--- config.mk ---
export PLATFORM = sky130hd
export DESIGN_NAME = mem_access_unit
export DESIGN_NICKNAME = d
export VERILOG_FILES = /design/src/rtl/mem_access_pkg.sv /design/src/rtl/mem_lane_align.sv /design/src/rtl/mem_access_unit.sv
export SDC_FILE = /design/constraint.sdc
export NUM_CORES = 1
export LEC_CHECK = 0
export CORE_MARGIN = 1.5
export CORE_UTILIZATION = 50
export CTS_CLUSTER_DIAMETER = 200
export DETAILED_ROUTE_END_ITERATION = 8
export GPL_TIMING_DRIVEN = 0
export HOLD_SLACK_MARGIN = 0.03
export PLACE_DENSITY = 0.87
export SYNTH_ARGS = -nofsm -noshare
export SYNTH_HDL_FRONTEND = slang
export SYNTH_HIERARCHICAL = 1
export SYNTH_SLANG_ARGS = --single-unit
--- constraint.sdc ---
create_clock -name clk -period 6.6 [get_ports clk]
set_clock_uncertainty 0.1 [all_clocks]
set_input_delay 1.65 -clock clk [delete_from_list [all_inputs] [get_ports clk]]
set_output_delay 1.65 -clock clk [all_outputs]
set_load 0.05 [all_outputs]
--- src/rtl/mem_access_pkg.sv ---
// mem_access_pkg: shared encodings for the memory access unit.
// Store/load types, FSM states and byte-enable constants.
package mem_access_pkg;

    typedef enum logic [1:0] {
        ST_SW  = 2'b00,
        ST_SH  = 2'b01,
        ST_SB  = 2'b10,
        ST_RSV = 2'b11
    } store_t;

    typedef enum logic [2:0] {
        LD_LW  = 3'b000,
        LD_LB  = 3'b001,
        LD_LBU = 3'b010,
        LD_LH  = 3'b011,
        LD_LHU = 3'b100
    } load_t;

    typedef enum logic [1:0] {
        IDLE = 2'b00,
        BUS  = 2'b01,
        RESP = 2'b10
    } state_t;

    localparam logic [3:0] BE_WORD = 4'b1111;
    localparam logic [3:0] BE_LO   = 4'b0011;
    localparam logic [3:0] BE_HI   = 4'b1100;
    localparam logic [3:0] BE_B0   = 4'b0001;

    function automatic logic misaligned(
        input logic       we,
        input store_t     st,
        input load_t      ld,
        input logic [1:0] lo
    );
        logic m;
        m = 1'b0;
        if (we) begin
            unique case (st)
                ST_SH:   m = lo[0];
                ST_SB:   m = 1'b0;
                default: m = (lo != 2'b00);
            endcase
        end else begin
            unique case (ld)
                LD_LH, LD_LHU: m = lo[0];
                LD_LB, LD_LBU: m = 1'b0;
                default:       m = (lo != 2'b00);
            endcase
        end
        return m;
    endfunction

endpackage

--- src/rtl/mem_lane_align.sv ---
// mem_lane_align: byte enables, write replication, load extension.
// Purely combinational; little-endian lane k = bits [8k+7:8k].
module mem_lane_align
    import mem_access_pkg::*;
(
    input  logic [1:0]  addr_lo,
    input  logic        we,
    input  store_t      st,
    input  load_t       ld,
    input  logic [31:0] wdata,
    input  logic [31:0] rdata,
    output logic [3:0]  be,
    output logic [31:0] wdata_rep,
    output logic [31:0] rdata_ext
);

    logic [7:0]  bsel;
    logic [15:0] hsel;

    always_comb begin
        bsel = rdata[7:0];
        unique case (1'b1)
            addr_lo == 2'd1: bsel = rdata[15:8];
            addr_lo == 2'd2: bsel = rdata[23:16];
            addr_lo == 2'd3: bsel = rdata[31:24];
            default:         bsel = rdata[7:0];
        endcase
        hsel = addr_lo[1] ? rdata[31:16] : rdata[15:0];
    end

    always_comb begin
        be        = BE_WORD;
        wdata_rep = wdata;
        if (we) begin
            unique case (st)
                ST_SH: begin
                    be        = addr_lo[1] ? BE_HI : BE_LO;
                    wdata_rep = {2{wdata[15:0]}};
                end
                ST_SB: begin
                    be        = BE_B0 << addr_lo;
                    wdata_rep = {4{wdata[7:0]}};
                end
                default: begin
                    be        = BE_WORD;
                    wdata_rep = wdata;
                end
            endcase
        end
    end

    always_comb begin
        rdata_ext = rdata;
        unique case (ld)
            LD_LB:   rdata_ext = {{24{bsel[7]}}, bsel};
            LD_LBU:  rdata_ext = {24'h0, bsel};
            LD_LH:   rdata_ext = {{16{hsel[15]}}, hsel};
            LD_LHU:  rdata_ext = {16'h0, hsel};
            default: rdata_ext = rdata;
        endcase
    end

endmodule

--- src/rtl/mem_access_unit.sv ---
// mem_access_unit: CPU load/store responder on a req/ack word bus.
// Define MEM_MISALIGN_TRAP_EN to fault misaligned half/word accesses.
module mem_access_unit
    import mem_access_pkg::*;
#(
    parameter int TIMEOUT_CYCLES = 16,
    parameter int ADDR_W         = 32
) (
    input  logic              clk,
    input  logic              reset,
    input  logic              cpu_rd,
    input  logic              cpu_wr,
    input  logic [ADDR_W-1:0] cpu_addr,
    input  logic [31:0]       cpu_wdata,
    input  logic [1:0]        store_type,
    input  logic [2:0]        load_type,
    output logic [31:0]       cpu_rdata,
    output logic              cpu_done,
    output logic              cpu_stall,
    output logic              cpu_err,
    output logic              bus_req,
    output logic              bus_we,
    output logic [ADDR_W-1:0] bus_addr,
    output logic [3:0]        bus_be,
    output logic [31:0]       bus_wdata,
    input  logic              bus_ack,
    input  logic [31:0]       bus_rdata
);

    localparam int CW = (TIMEOUT_CYCLES > 1) ? $clog2(TIMEOUT_CYCLES) : 1;
    localparam logic [CW-1:0] TMAX =
        CW'((TIMEOUT_CYCLES > 0) ? TIMEOUT_CYCLES - 1 : 0);

    state_t            state, state_n;
    logic [CW-1:0]     cnt, cnt_n;
    logic [ADDR_W-1:0] addr_q;
    logic [31:0]       wdata_q;
    store_t            st_q;
    load_t             ld_q;
    logic              we_q;
    logic [31:0]       rdata_q;
    logic              err_q;

    logic              accept;
    logic              finish;
    logic              fail;
    logic [3:0]        be;
    logic [31:0]       wdata_rep;
    logic [31:0]       rdata_ext;
    logic              in_bus;

    mem_lane_align u_align (
        .addr_lo   (addr_q[1:0]),
        .we        (we_q),
        .st        (st_q),
        .ld        (ld_q),
        .wdata     (wdata_q),
        .rdata     (bus_rdata),
        .be        (be),
        .wdata_rep (wdata_rep),
        .rdata_ext (rdata_ext)
    );

    always_comb begin
        state_n = state;
        cnt_n   = cnt;
        accept  = 1'b0;
        finish  = 1'b0;
        fail    = 1'b0;
        unique case (state)
            IDLE: begin
                if (cpu_rd | cpu_wr) begin
                    accept  = 1'b1;
                    state_n = BUS;
`ifdef MEM_MISALIGN_TRAP_EN
                    if (misaligned(cpu_wr, store_t'(store_type),
                                   load_t'(load_type), cpu_addr[1:0])) begin
                        state_n = RESP;
                        finish  = 1'b1;
                        fail    = 1'b1;
                    end
`endif
                end
            end
            BUS: begin
                if (bus_ack) begin
                    state_n = RESP;
                    finish  = 1'b1;
                    cnt_n   = '0;
                end else if (TIMEOUT_CYCLES > 0) begin
                    if (cnt == TMAX) begin
                        state_n = RESP;
                        finish  = 1'b1;
                        fail    = 1'b1;
                        cnt_n   = '0;
                    end else begin
                        cnt_n = cnt + 1'b1;
                    end
                end
            end
            RESP:    state_n = IDLE;
            default: state_n = IDLE;
        endcase
    end

    always_ff @(posedge clk or negedge reset) begin
        if (!reset) begin
            state   <= IDLE;
            cnt     <= '0;
            addr_q  <= '0;
            wdata_q <= '0;
            st_q    <= ST_SW;
            ld_q    <= LD_LW;
            we_q    <= 1'b0;
            rdata_q <= '0;
            err_q   <= 1'b0;
        end else begin
            state <= state_n;
            cnt   <= cnt_n;
            if (accept) begin
                addr_q  <= cpu_addr;
                wdata_q <= cpu_wdata;
                st_q    <= store_t'(store_type);
                ld_q    <= load_t'(load_type);
                we_q    <= cpu_wr;
            end
            if (finish) begin
                err_q   <= fail;
                rdata_q <= (fail || we_q) ? '0 : rdata_ext;
            end
        end
    end

    assign in_bus    = (state == BUS);
    assign bus_req   = in_bus;
    assign bus_we    = in_bus & we_q;
    assign bus_addr  = in_bus ? {addr_q[ADDR_W-1:2], 2'b00} : '0;
    assign bus_be    = in_bus ? be : 4'b0000;
    assign bus_wdata = (in_bus && we_q) ? wdata_rep : '0;
    assign cpu_stall = in_bus;
    assign cpu_done  = (state == RESP);
    assign cpu_err   = (state == RESP) & err_q;
    assign cpu_rdata = (state == RESP) ? rdata_q : '0;

endmodule

---- After elaboration in Yosys (flattened, before gate mapping) ----
Cells that the tools add are included.
cells by class
  equal/unequal tests ..................... 14
  mux-type cells .......................... 26
  bitwise logic cells ..................... 3
  add/subtract/negate cells ............... 1
  reduce and logical (&&, ||, !) cells .... 4
  shift operators ......................... 1
operators by type and width
  cell                                                                   number
  32-bit 2-to-1 mux                                                      5
  32-bit case mux with 4 select lines                                    1
  32-bit case mux with 2 select lines                                    1
  8-bit case mux with 3 select lines                                     1
  4-bit 2-to-1 mux                                                       5
  16-bit 2-to-1 mux                                                      1
  2-bit equality test, second input constant                             4
  4-bit case mux with 2 select lines                                     1
  1-bit 2-to-1 mux                                                       7
  2-bit by 1-bit equality test with 1-bit output, second input constant  3
  3-bit by 2-bit equality test with 1-bit output, second input constant  2
  2-bit 2-to-1 mux                                                       3
  4-bit by 1-bit adder with 4-bit output, second input constant          1
  4-bit equality test, second input constant                             1
  2-bit case mux with 2 select lines                                     1
  1-bit by 2-bit << shifter with 4-bit output, first input constant      1
  3-bit by 1-bit equality test with 1-bit output, second input constant  1
  3-bit equality test, second input constant                             1
  3-bit by 2-bit != test with 1-bit output, second input constant        1
  1-bit AND                                                              2
  2-bit logical NOT                                                      1
  2-bit != test, second input constant                                   1
  2-bit AND reduction                                                    1
  1-bit logical AND                                                      1
  other kinds (2)                                                        2
word-level totals
  register bits after elaboration ......... 109
  output and inout bits ................... 105
  logic and storage cells ................. 58

---- Depth between registers and ports, before layout ----
Gate-level depths: netlist of the first run.
  depth in word-level cells ............... 6
  gate-level depth with buffers ........... 8

---- Hierarchy ----
Netlist of the first run, hierarchy kept.
modules (own cells, without submodules)
  module           times used  cells an instance  area an instance (um^2)  sequential area each (um^2)
  mem_access_unit  1           374                4883.4                   2727.6
  mem_lane_align   1           171                1297.5                   0.0

---- Least setup slack after synthesis of the first run ----
OpenSTA, ideal clock, no wires.
  path type ............................... register -> output
  from .................................... reg st_q[0]
  to ...................................... out bus_wdata[16]
  path slack .............................. 2.944 ns
  stages on the path, launching flop included .. 8
  data arrival time ....................... 1.906 ns
  buffers on the path ..................... 1
  cells stage by stage .................... dfrtp_1 -> inv_1 -> ha_1 -> nand2b_1 -> clkbuf_1 -> nor2_1 -> a22o_1 -> and3_1
on the way
  word-level cells in the longest chain between the ends .. 4
  elaborated cells between the ends (all ways) .. 5
  those cells by class .................... 2 x eq/ne; 3 x mux
RTL lines
  item                                                                                   RTL line                source
  from (decl)                                                                            mem_access_unit.sv:38   store_t st_q;
  from (signal assigned)                                                                 mem_access_unit.sv:123  st_q <= store_t'(store_type);
  2-bit equality test or 2-bit by 1-bit equality test with 1-bit output (tied branches)  mem_lane_align.sv:35    unique case (st)
  32-bit case mux with 2 select lines *                                                  mem_lane_align.sv:35
  32-bit 2-to-1 mux *                                                                    mem_lane_align.sv:34    if (we) begin
  named net wdata_rep[16]                                                                mem_access_unit.sv:48   logic [31:0] wdata_rep;
  32-bit 2-to-1 mux *                                                                    mem_access_unit.sv:139  assign bus_wdata = (in_bus && we_q) ? wdata_rep : '0;
  to (decl)                                                                              mem_access_unit.sv:25   output logic [31:0] bus_wdata,
Mark *: on every way through the listed nets, which the timed path passes. The rest lies on a longest branch.

---- Final worst setup path of the first run ----
  from .................................... reg st_q[0]
  to ...................................... out bus_wdata[17]
The elaborated chain is that of the path after synthesis.

==> results of run 1 <==
==> registers in the layout (all words and copies together) (netlist names) <==
signal,flops
ld_q,3
wdata_q,32
addr_q,32
state,2
st_q,2
cnt,4
err_q,1
rdata_q,32
we_q,1
==> cell families after synthesis <==
family | after synthesis | share of synthesized area [%]
compound gates | 128 | 17.2
xor+xnor | 2 | 0.283
flops | 109 | 44.1
other cells | 1 | 0.0607
fa+ha+maj | 3 | 0.607
simple gates | 158 | 15.2
buf+inv | 66 | 6.88
mux | 78 | 15.6
==> cells in the final DEF (no fill, tap or decap), drive strengths merged, types with 15 or more instances in the layout <==
master	Yosys	final
and3	42	42
o21ai	19	19
dfrtp	109	109
nor2	22	22
a22o	49	49
buf	36	38
mux2	69	69
clkbuf	22	31
clkdlybuf4s50	0	206
and2	69	69
a21o	17	17
a221o	15	15
==> metal layers <==
metal  routed length (um)  share of wire, %
met5                    0                 0
met4                  789               4.1
met3                 1880               9.8
met2                 9140                48
met1                 7420                39
==> cell type report <==
class	instances	area [um2]
clock inverter	7	58.8
multi-input combinational	371	3030
clock buffer	9	225
fill	849	3260
sequential	109	2730
tap	147	184
timing repair buffer	208	2100
inverter	8	30.0
buffer	58	395
==> worst max-delay path by stage <==
stage          slack [ns]       endpoint     from
6_report             1.63  bus_wdata[17]  st_q[0]
5_1_grt              1.47  bus_wdata[18]  st_q[0]
4_1_cts              1.64  bus_wdata[17]  st_q[0]
3_5_place_dp         2.04  bus_wdata[17]  st_q[0]
3_3_place_gp        -0.30     addr_q[20]    reset
2_1_floorplan        2.94  bus_wdata[16]  st_q[0]
==> through the flow <==
stage / setup WS (ns) / hold slack (ns) / total power, uW
detailed placement: 2.04 / 0.378 / 4340
CTS: 1.64 / 0.396 / 4890
global placement: -0.298 / 0.376 / 4260
finish: 1.63 / 0.391 / 4910
global route: 1.47 / 0.410 / 5160
floorplan: 2.94 / 0.358 / 3400
==> power breakdown <==
part / leakage, uW / switching, uW / internal (uW) / total (uW)
clock network: 0.000144 / 270 / 264 / 533
registers: 0.00134 / 242 / 993 / 1230
logic: 0.00242 / 1810 / 1340 / 3140
total: 0.00390 / 2320 / 2590 / 4910
==> results by group, run 1 <==
Outcome
  • Status: finished, final reports clean

CTS
  • CTS Buf Count: 9
  • Resized Gates After CTS: 0
  • Clk Latency, worst-skew pair: 0.35 ns
  • CTS Sinks: 109
  • Hold_buf cts: 0
  • Setup Buffers After CTS: 0
  • CTS tree: built
  • Worst-path clk slew: 0.08 ns
  • CTS Root Cell: clkbuf_16
  • Max clock buf depth: 2
  • H-Tree Depth: 3

Worst setup path
  • Startpoint types: register
  • CP delay by family, top: buffers and inverters
  • Crit path cell chain: inv_1 -> ha_1 -> nand2b_1 -> clkbuf_1 -> nor2_1 -> a22o_1 -> and3_1 -> clkdlybuf4s50_1
  • R2r worst-path depth: 6
  • Reg2reg setup slack: 4.41 ns
  • Slowest stage delay, CP: 0.81 ns
  • CP max FO: 8
  • Reg2reg start: addr_q[1]
  • Crit path kind: reg -> out
  • Worst path buffer plus inverter count: 3
  • Slowest-stage cell, CP: clkdlybuf4s50_1
  • Worst path depth: 8
  • Crit. End Element: output pin
  • CP Data Required Time: 4.85 ns
  • WP data arrival: 3.22 ns
  • R2r endpoint: rdata_q[16]

Placement
  • Gpl congestion: 0.911
  • # placed instances: 901
  • Quantity of I/O buffers inserted on ports: 207
  • HPWL after DPL: 14.6 mm
  • Post-placement cell area: 8470 um2

Synthesis
  • Synth Flop Type: dfrtp_1
  • Area contributors post-synth: dfrtp_1 (44%), mux2_2 (13%), and2_1 (7.0%), a22o_2 (4.4%), and3_1 (4.3%)
  • Asr flop ratio synth: 100%
  • Number of synthesized flops with an enable pin: 0
  • Flops & latches, synth: 109
  • Top post-synthesis cells by count: dfrtp_1 (109), and2_1 (69), mux2_2 (69)
  • Most common cell in the netlist: dfrtp_1
  • Syn Std Cell Area: 6180 um2
  • Cells after synthesis: 545
  • Syn Area/Cell: 11.3 um2
  • Sequential-to-total area share from yosys stat: 44.1%
  • Post-synth top area cell: dfrtp_1
  • Synth top area share: 44.1%
  • Library cells used by synthesis: 47
  • Synthesis warning total: 6

Final layout
  • Layout cells sized above 1: 21.4%
  • Fin util: 72.8%
  • N_diodes: 0
  • Area growth syn-to-layout: 41.6%
  • Final #Nets: 874
  • Final Cell Area: 8750 um2
  • Non-Filler Instances: 917

Timing
  • Slew Viols, Final: 0
  • Final setup vio count: 0
  • Min Tclk post-route: 4.97 ns
  • Relative slew margins: 51.4%
  • Final Cycle Share: 75.3%
  • Worst slew pin tran: 0.727 ns
  • Fmax achieved: 201 MHz
  • RSZ-0062 raised after global routing: false
  • Final hold viol count: 0
  • Setup TNS: 0 ns

Drt
  • Iter 0 DRT Violations: 358
  • Routed length per instance: 21.0 um
  • Number of vias per cell: 5.92
  • Drt total wl: 19.2 mm
  • Via count: 5431
  • TritonRoute pass-1 iters: 6
  • Antenna viol nets, final: 0
  • Drt drc: 0

GRT
  • Initial antenna violation count: 0
  • Met3 usage: 8.79%
  • First-pass GRT wire length: 30.0 mm
  • M2 GR Usage: 50.4%
  • Gr ovfl total: 0
  • Grt peak-use layer: met2
  • Vias in the first global route: 5715
  • Total Routing Usage GR: 30.2%
  • Largest net degree at the start of global routing: 63
  • Met1 usage: 36.5%

Worst hold path
  • Hold depth: 1
  • Hold Path End: rdata_q[12]
  • Worst min path class: reg -> reg
  • Worst hold path startpoint: rdata_q[12]

Floorplanning
  • Die height: 114 um
  • Row count: 40
  • I/O Pins: 211
  • Die Area: 13000 um2
  • Initial Util: 51.5%
  • Core footprint: 12000 um2
  • Die boundary width: 114 um

Power and ir drop
  • Power per cell area: 561 nW/um2
  • Pleak: 0.00390 uW
  • VDD IR max: 0.438 mV

Job
  • Maxcap violations: 0
(Power assumes the default switching activity.)
==> run 2: changes to the inputs <==
Settings changed: CORE_UTILIZATION 50 to 46, PLACE_DENSITY 0.87 to 0.81.
Clock period 6.6 ns to 5 ns, I/O delays scaled along.
==> results by group, run 2 (synthesis results as in run 1) <==
Placement
  • HPWL after DPL: 14.1 mm
  • Gpl congestion: 0.918
  • Quantity of I/O buffers inserted on ports: 207

Timing
  • Final Cycle Share: 92.4%
  • Final setup vio count: 0
  • Final hold viol count: 0
  • Min Tclk post-route: 4.62 ns
  • Worst slew pin tran: 0.664 ns
  • RSZ-0062 raised after global routing: false
  • Slew Viols, Final: 0
  • Fmax achieved: 217 MHz
  • Relative slew margins: 55.7%
  • Setup TNS: 0 ns

Worst setup path
  • CP endpoint: bus_wdata[19]
  • CP max FO: 8
  • Slowest stage delay, CP: 0.82 ns
  • Startpoint types: register
  • Worst path buffer plus inverter count: 3
  • WP data arrival: 3.27 ns
  • Crit path kind: reg -> out
  • Reg2reg start: addr_q[0]
  • CP Data Required Time: 3.65 ns
  • Reg2reg setup slack: 2.84 ns
  • Worst path depth: 8
  • Slowest-stage cell, CP: clkdlybuf4s50_1
  • CP delay by family, top: buffers and inverters
  • R2r endpoint: rdata_q[17]
  • Crit. End Element: output pin
  • CP startpoint: st_q[0]
  • R2r worst-path depth: 7
  • Crit path cell chain: inv_1 -> ha_1 -> nand2b_1 -> clkbuf_1 -> nor2_1 -> a22o_1 -> and3_1 -> clkdlybuf4s50_1

CTS
  • CTS Root Cell: clkbuf_16
  • CTS Buf Count: 9
  • H-Tree Depth: 3
  • Clk Latency, worst-skew pair: 0.36 ns
  • Resized Gates After CTS: 0
  • CTS tree: built
  • Hold_buf cts: 0
  • Max clock buf depth: 2
  • CTS Sinks: 109
  • Worst-path clk slew: 0.08 ns
  • Setup Buffers After CTS: 0

GRT
  • Largest net degree at the start of global routing: 73
  • Gr ovfl total: 0
  • Vias in the first global route: 5505
  • First-pass GRT wire length: 30.1 mm
  • Grt peak-use layer: met2
  • Total Routing Usage GR: 27.5%
  • Initial antenna violation count: 0
  • Met3 usage: 8.19%
  • Met1 usage: 35.0%
  • M2 GR Usage: 44.0%

Worst hold path
  • Hold depth: 1
  • Worst min path class: reg -> reg

Job
  • Maxcap violations: 0

Final layout
  • Reg area: 2730 um2
  • Commonest non-fill, non-tap cell in the layout: clkdlybuf4s50_1
  • N_diodes: 0
  • Area growth syn-to-layout: 42.1%
  • Layout cells sized above 1: 21.3%
  • FILL cells: 1043
  • Commonest non-fill, non-tap cells in the layout: clkdlybuf4s50_1 (206), dfrtp_1 (109), and2_1 (69), mux2_2 (69), and3_1 (42)
  • Largest regs: addr_q (32), rdata_q (32), wdata_q (32)
  • Multi-input logic area: 3030 um2
  • Final #Nets: 874

Drt
  • Iter 0 DRT Violations: 443
  • Drt total wl: 19.2 mm
  • Via count: 5433
  • Routed length per instance: 20.3 um
  • TritonRoute pass-1 iters: 5
  • Drt drc: 0
  • Antenna viol nets, final: 0
  • Number of vias per cell: 5.74

Floorplanning
  • Row count: 42
  • I/O Pins: 211
  • Die boundary width: 119 um
  • Die Area: 14100 um2
  • Core footprint: 13200 um2
  • Initial Util: 46.9%
  • Die height: 119 um

Power and ir drop
  • VDD IR max: 0.560 mV
  • Power per cell area: 738 nW/um2
  • Total power: 6490 uW
  • Pleak: 0.00389 uW

Outcome
  • Status: finished, final reports clean
-- run 2: changes by cell type in the layout (fill, tap and decap cells not counted), sizes merged --
cell and change:
clkinv -3, clkinvlp +1, clkbuf +2
-- run 2: power by group --
part           internal [uW]  total [uW]  switching (uW)
clock network            359         708             349
registers               1310        1620             312
logic                   1760        4150            2390
-- run 2: layer usage --
metal  part of all wire, %  vias to the layer above
li1                      -                     2429
met1                    41                     2661
met2                    47                      300
met3                   9.7                       43
met4                   2.6                        0
met5                     0                        -
-- run 2: per-stage QoR --
step | hold slack, ns | instances | setup slack, ns | area (um2) | util [%]
2_1_floorplan | 0.358 | 546 | 1.74 | 6180 | -
3_3_place_gp | 0.378 | 929 | -1.56 | 8480 | 64.3
3_5_place_dp | 0.379 | 930 | 0.855 | 8500 | 64.5
4_1_cts | 0.399 | 946 | 0.431 | 8790 | 66.6
5_1_grt | 0.406 | 946 | 0.261 | 8790 | 66.6
6_report | 0.396 | 946 | 0.382 | 8790 | 66.6
-- run 2: worst min-delay path by stage --
stage                      from          end  slack, ns
CTS                 rdata_q[13]  rdata_q[13]       0.40
global placement     rdata_q[6]   rdata_q[6]       0.38
finish              rdata_q[13]  rdata_q[13]       0.40
detailed placement  rdata_q[13]  rdata_q[13]       0.38
global route         rdata_q[8]   rdata_q[8]       0.41
floorplan            rdata_q[1]   rdata_q[1]       0.36
-- run 2: layout make-up --
class                      count  share of cell area, %
buffer                        58                   4.50
inverter                       8                  0.342
clock inverter                 5                  0.470
timing repair buffer         208                   23.9
multi-input combinational    371                   34.5
tap                          176                   2.51
sequential                   109                   31.0
clock buffer                  11                   2.76
